[src/rtl/linear_request_scheduler.sv]
// Round-robin scheduler that shares one linear AXI address generator between NUM_REQ requesters.
// One descriptor is in flight at a time; completion is reported to its owner with a one-cycle pulse.
module linear_request_scheduler #(
   parameter int NUM_REQ    = 4,
   parameter int ADDR_WIDTH = 32,
   parameter int ID_WIDTH   = 8
) (
   input  logic                          aclk,
   input  logic                          resetn,
   input  logic [NUM_REQ-1:0]            reqValid,
   output logic [NUM_REQ-1:0]            reqReady,
   input  logic [NUM_REQ*ADDR_WIDTH-1:0] reqStartAddr,
   input  logic [NUM_REQ*ADDR_WIDTH-1:0] reqSizeInBeats,
   output logic [NUM_REQ-1:0]            reqDone,
   output logic                          genStart,
   input  logic                          genDone,
   output logic [ADDR_WIDTH-1:0]         genStartAddr,
   output logic [ADDR_WIDTH-1:0]         genDataSizeInBeats,
   output logic [ID_WIDTH-1:0]           activeId,
   output logic                          busy
);

   localparam int PTR_W = $clog2(NUM_REQ);

   typedef enum logic [1:0] {IDLE, START, WAIT_DONE, COMPLETE} state_t;

   state_t                 state, state_nxt;
   logic [PTR_W-1:0]       rr_ptr, winner;
   logic                   found, grant;
   logic [NUM_REQ-1:0]     done_nxt;
   logic [ADDR_WIDTH-1:0]  addr_arr [NUM_REQ];
   logic [ADDR_WIDTH-1:0]  size_arr [NUM_REQ];

   function automatic logic [NUM_REQ-1:0] one_hot(input logic [PTR_W-1:0] idx);
      one_hot      = '0;
      one_hot[idx] = 1'b1;
   endfunction

   for (genvar i = 0; i < NUM_REQ; i++) begin : g_unpack
      assign addr_arr[i] = reqStartAddr[i*ADDR_WIDTH +: ADDR_WIDTH];
      assign size_arr[i] = reqSizeInBeats[i*ADDR_WIDTH +: ADDR_WIDTH];
   end

   // Search starts one past the last winner and wraps modulo NUM_REQ.
   always_comb begin : rr_search
      int               idx;
      logic [PTR_W-1:0] cand;
      winner = rr_ptr;
      found  = 1'b0;
      idx    = 0;
      cand   = '0;
      for (int k = 1; k <= NUM_REQ; k++) begin
         idx = int'(rr_ptr) + k;
         if (idx >= NUM_REQ) idx = idx - NUM_REQ;
         cand = PTR_W'(idx);
         if (!found && reqValid[cand]) begin
            found  = 1'b1;
            winner = cand;
         end
      end
   end

   assign grant = (state == IDLE) && genDone && found;
   assign busy  = (state != IDLE);

   // NOTE: every output of this block gets a default first, so no path can leave one unassigned and infer a latch.
   always_comb begin
      state_nxt = state;
      genStart  = 1'b0;
      reqReady  = '0;
      done_nxt  = '0;
      case (state)
         IDLE: begin
            if (grant) begin
               reqReady  = one_hot(winner);
               state_nxt = (|size_arr[winner]) ? START : COMPLETE;
            end
         end
         START: begin
            genStart = 1'b1;
            if (!genDone) state_nxt = WAIT_DONE;
         end
         WAIT_DONE: begin
            if (genDone) state_nxt = COMPLETE;
         end
         COMPLETE: state_nxt = IDLE;
         default:  state_nxt = IDLE;
      endcase
      if (state_nxt == COMPLETE && state != COMPLETE) done_nxt = one_hot(grant ? winner : rr_ptr);
   end

   // NOTE: state registers use non-blocking assignments so every flop samples pre-edge values.
   always_ff @(posedge aclk or negedge resetn) begin
      if (!resetn) begin
         state              <= IDLE;
         rr_ptr             <= PTR_W'(NUM_REQ - 1);
         genStartAddr       <= '0;
         genDataSizeInBeats <= '0;
         activeId           <= '0;
         reqDone            <= '0;
      end else begin
         state   <= state_nxt;
         reqDone <= done_nxt;
         if (grant) begin
            genStartAddr       <= addr_arr[winner];
            genDataSizeInBeats <= size_arr[winner];
            activeId           <= ID_WIDTH'(winner);
            rr_ptr             <= winner;
         end
      end
   end

endmodule

[config.mk]
export PLATFORM = sky130hd
export DESIGN_NAME = linear_request_scheduler
export DESIGN_NICKNAME = d
export VERILOG_FILES = /design/src/rtl/linear_request_scheduler.sv
export SDC_FILE = /design/constraint.sdc
export NUM_CORES = 1
export LEC_CHECK = 0
export ABC_AREA = 1
export CAP_MARGIN = 40
export CORE_MARGIN = 8
export CORE_UTILIZATION = 37
export CTS_BUF_LIST = sky130_fd_sc_hd__clkbuf_8
export DETAILED_ROUTE_END_ITERATION = 12
export PLACE_DENSITY = 0.83
export SLEW_MARGIN = 10
export SYNTH_ARGS = -nofsm -noshare
export SYNTH_HDL_FRONTEND = slang
export SYNTH_SLANG_ARGS = --single-unit
[constraint.sdc]
create_clock -name aclk -period 3.55 [get_ports aclk]
set_clock_uncertainty 0.05 [all_clocks]
set_input_delay 0.8875 -clock aclk [delete_from_list [all_inputs] [get_ports aclk]]
set_output_delay 0.8875 -clock aclk [all_outputs]
set_load 0.02 [all_outputs]
# After elaboration in Yosys (flattened, before gate mapping)
# Index checks and enable logic that the tools add are counted.
# Widths: inputs -> output; s select.
# totals
ff_bits	74
word_cells	87
input_bits	263
output_inout_bits	82
# op_classes
n_lt_le_gt_ge	13
n_reduce_logical	14
eq_ne	5
n_mux	40
bitwise	1
add_sub_neg	8
# ops
op	count
$bmux 32 s2	2
$mux 32	4
$reduce_or 32->1	1
$mux 2	13
$lt 2x3->1 const B	6
$ge 3x3->1 const B	4
$mux 4	3
$mux 1	11
$bmux 1 s2	4
$logic_and 1x1->1	8
$pmux 2 s4	1
$sub 2x1->2 const B	4
$add 2x2->3 const B	2
$eq 2x2->1 const B	3
$add 2x3->4 const B	1
$demux 1 s2	2
$ge 2x1->1 const B	2
$ge 4x3->1 const B	1
$add 2x1->3 const B	1
$logic_not 1->1	3
$not 2->3	1
$eq 2x1->1 const B	1
$logic_not 2->1	1
$ne 2x2->1 const B	1
$reduce_bool 2->1	1

# Depth between registers and ports, before layout
# logic_depth
ltp_word	26
mapped_depth	23

# Least setup slack after synthesis
# No wires, ideal clock.
# synth_path
path_kind	input-to-output
start	in reqValid[3]
end	out reqReady[0]
slack_ns	0.136
arrival_time_ns	2.476
path_buffers	4
stages	13
required_time_ns	2.612
path_cell_list	nand2_1 > nand2_1 > nand2_2 > nand2_2 > nor2_2 > nand3_1 > nand2_2 > buf_6 > buf_6 > buf_2 > buf_2 > nand2_1 > nor2_1
# synth_between
elab_chain_len	18
elab_cells_between_ends	30
cone_classes	2 x order compare; 20 x mux; 8 x reduce/logical
# synth_rtl
element	line	rtl
start, declared	10	input logic [NUM_REQ-1:0] reqValid,
$bmux 1 s2	56	if (!found && reqValid[cand]) begin
$mux 1 (implied by the code)	56	
$mux 1	56	
$logic_not 1->1	56	
$logic_and 1x1->1	56	
$mux 1	56	
$logic_not 1->1	56	
$logic_and 1x1->1	56	
[2 not listed]	-	
$logic_and 1x1->1	56	
$mux 2	56	
$lt 2x3->1 (implied by the code) / $ge 2x1->1 (equally long branches)	36	one_hot[idx] = 1'b1;
$logic_and 1x1->1 (implied by the code)	36	
$mux 1 (implied by the code)	36	
$demux 1 s2	36	
$mux 4 *	74	if (grant) begin
$mux 4 *	72	case (state)
end, declared	11	output logic [NUM_REQ-1:0] reqReady,
# Every way passes the cells marked *; elsewhere a longest branch is shown, timed or not. The select of a mux whose other input is x is not followed.

# Final worst setup path
# layout_path
start	in reqValid[2]
end	out reqReady[3]
# Same word-level chain as after synthesis.

==> flow_summary.ini <==
[floorplanning]
ios = 345
core_area_um2 = 13700
fp.dieH_um = 134
dieArea_um2 = 17900
fp.dieW_um = 134
num_rows = 43
start_util_pct = 37.5

[clock_tree]
clk_pin_slew_worst_paths_ns = 0.09
clock-sinks = 74
numCtsBuffers = 9
clk_path_buf_depth = 2
cts_max_level = 3
clock_latency_ns = 0.36
cts_tree = built
cts_hold_buf = 0
root_buffer = clkbuf_8

[timing]
max_freq_mhz = 288
min_period_ns = 3.47
whs_ns = 0.350
hold_viol = 0
maxSlewViolCount = 0
setup_viol = 0
relSlewSlack_pct = 58.5
timing.final.crit_share_pct = 97.9
tightest_slew_ns = 0.622

[logic_synthesis]
synthTopCellsByCount = nand2_1, nand3_1, dfrtp_1, a21oi_1
ys_seq_area_share_pct = 36.1
synth_warnings = 0
synth_area_leader_cell = dfrtp_1
synthDistinctLibCells = 28
avgSynthCellArea_um2 = 6.55
syn_area_um2 = 5140
synthArstFlopShare_pct = 100
synth_top_area_share_pct = 35.0
synthCells = 785
synth.most_common_cell = nand2_1
synth_edf_count = 0
synthTopCellsByArea = dfrtp_1, nand2_1, nand3_1
synth-main-ff-cell = dfrtp_1
yosys_register_bits = 74

[worst_setup_path]
required_ns = 2.61
ff2ff_path_depth = 22
critPathLaunchType = input pin
worstSetupPathType = input pin to output pin
r2r-end = reqDone[3]
reg2reg_from = rr_ptr[0]
end_kind = output pin
cp.arrival_ns = 2.54
reg2reg_slack_ns = 0.44
crit_fanout = 4

[detailed_routing]
avgRoutedWirePerCell_um = 18.5
dr.pass1.iters = 5
ant_nets = 0
wl_um = 24300
drc = 0
drt_iter0_drc = 544
vias = 6676
drt-vias-per-instance = 5.08

[global_routing]
use_met1_pct = 31.1
grt_max_degree = 74
use_met2_pct = 42.8
busiest_layer = met2
grt_first_pass_wirelength_um = 36500
grt_pass1_vias = 6587
overflow = 0
antenna_found_initial = 0
grtUsageMet3_pct = 6.96
grt_usage_pct = 26.1

[pwr]
power_density_nw_per_um2 = 1070
p_leak_uw = 0.00424
peakVddDrop_mv = 0.839

[run_status]
outcome = completed

[worst_hold_path]
min_path_type = input pin to async pin

[placement]
gp_congestion = 0.958
portBuffers = 338
place_hpwl_um = 18800

[finish]
final_core_util_pct = 66.5
n_fill_cell = 1204
syn_to_final_growth_pct = 77.5
antenna_cells = 0
final_nets = 1392
drive_gt1_share_pct = 9.26

[job]
maxCapViolCount = 0
[state kept, by name, summed over array words and instances, names as in the netlist]
| signal | cells |
|---|---|
| genStartAddr | 32 |
| genDataSizeInBeats | 32 |
| rr_ptr | 2 |
| reqDone | 4 |
| state | 2 |
| activeId | 2 |
[where the power goes]
| part | switching [uW] | internal (uW) | leakage, uW |
|---|---|---|---|
| registers | 226 | 1240 | 0.000928 |
| logic | 4640 | 3090 | 0.00322 |
| clock network | 346 | 247 | 0.0000914 |
| total | 5210 | 4570 | 0.00424 |
[layout by cell type (no fill, tap or decap), types with 3 or more instances in the layout]
cell type,n
nand2_1,392
clkdlybuf4s50_1,331
nand3_1,79
dfrtp_1,72
buf_4,41
a21oi_1,35
o21ai_0,32
a221o_1,32
nor2_1,22
inv_1,15
nand2_2,13
clkbuf_8,9
nand2_4,7
buf_6,7
conb_1,6
inv_2,4
nand3_2,4
nor2_4,3
o211ai_1,3
nor2_2,3
clkinv_2,3
[routing by layer]
| metal | share of wire, % | routed length, um |
|---|---|---|
| met4 | 4.4 | 1070 |
| met2 | 48 | 11800 |
| met5 | 0 | 0 |
| met1 | 39 | 9510 |
| met3 | 8.2 | 1990 |
[how the worst max path moves through the flow]
stage,slack [ns],depth (start not counted),from,to
after floorplan,0.14,13,reqValid[3],reqReady[0]
after global placement,-0.51,12,reqValid[2],reqReady[0]
after detailed placement,-0.58,12,reqValid[3],reqReady[0]
after CTS,-0.01,12,reqValid[3],reqReady[0]
after global routing,-0.05,12,reqValid[2],reqReady[2]
final,0.08,13,reqValid[2],reqReady[3]
[cell families after synthesis]
| group | after synthesis | share of synthesized area [%] |
|---|---|---|
| buf+inv | 76 | 8.03 |
| flops | 74 | 36.1 |
| compound gates | 108 | 13.9 |
| other cells | 1 | 0.0729 |
| simple gates | 526 | 41.9 |
[worst max-delay path: stages]
cell             delay [ns]
clkdlybuf4s50_1        0.44
inv_1                  0.07
nand2_1                0.10
nand3_2                0.09
nand2_1                0.09
nor2_4                 0.13
nand2_2                0.07
buf_4                  0.14
nand2_2                0.08
nand2_4                0.08
buf_4                  0.15
nor2_4                 0.09
buf_6                  0.13
[area by class of cell]
type,count,area (um2),area share (%)
clock inverters,7,38.8,0.425
inverters,18,70.1,0.768
repair buffers,386,3840,42.1
clock buffers,9,124,1.36
flip-flops and latches,74,1850,20.3
well taps,180,225,2.47
multi-input cells,640,2970,32.6
[per-stage QoR]
stage	cells	setup WS, ns	area, um2	TNS (ns)	power (uW)
global placement	1291	-0.506	8760	-2.87	8640
floorplan	790	0.136	5160	0	6090
global route	1314	-0.0504	9130	-0.254	10700
CTS	1310	-0.0106	8960	-0.0106	9360
finish	1314	0.0761	9130	0	9780
detailed placement	1292	-0.581	8790	-5.15	8730
[repair_timing]
item / in CTS / in global routing
pin swaps: 2 / 9
cloned: 0 / 3
setup buffers: 2 / 2
resized for setup: 25 / 29
endpoints found under the setup margin: 4 / 8
Power figures use the tool's default switching activity.
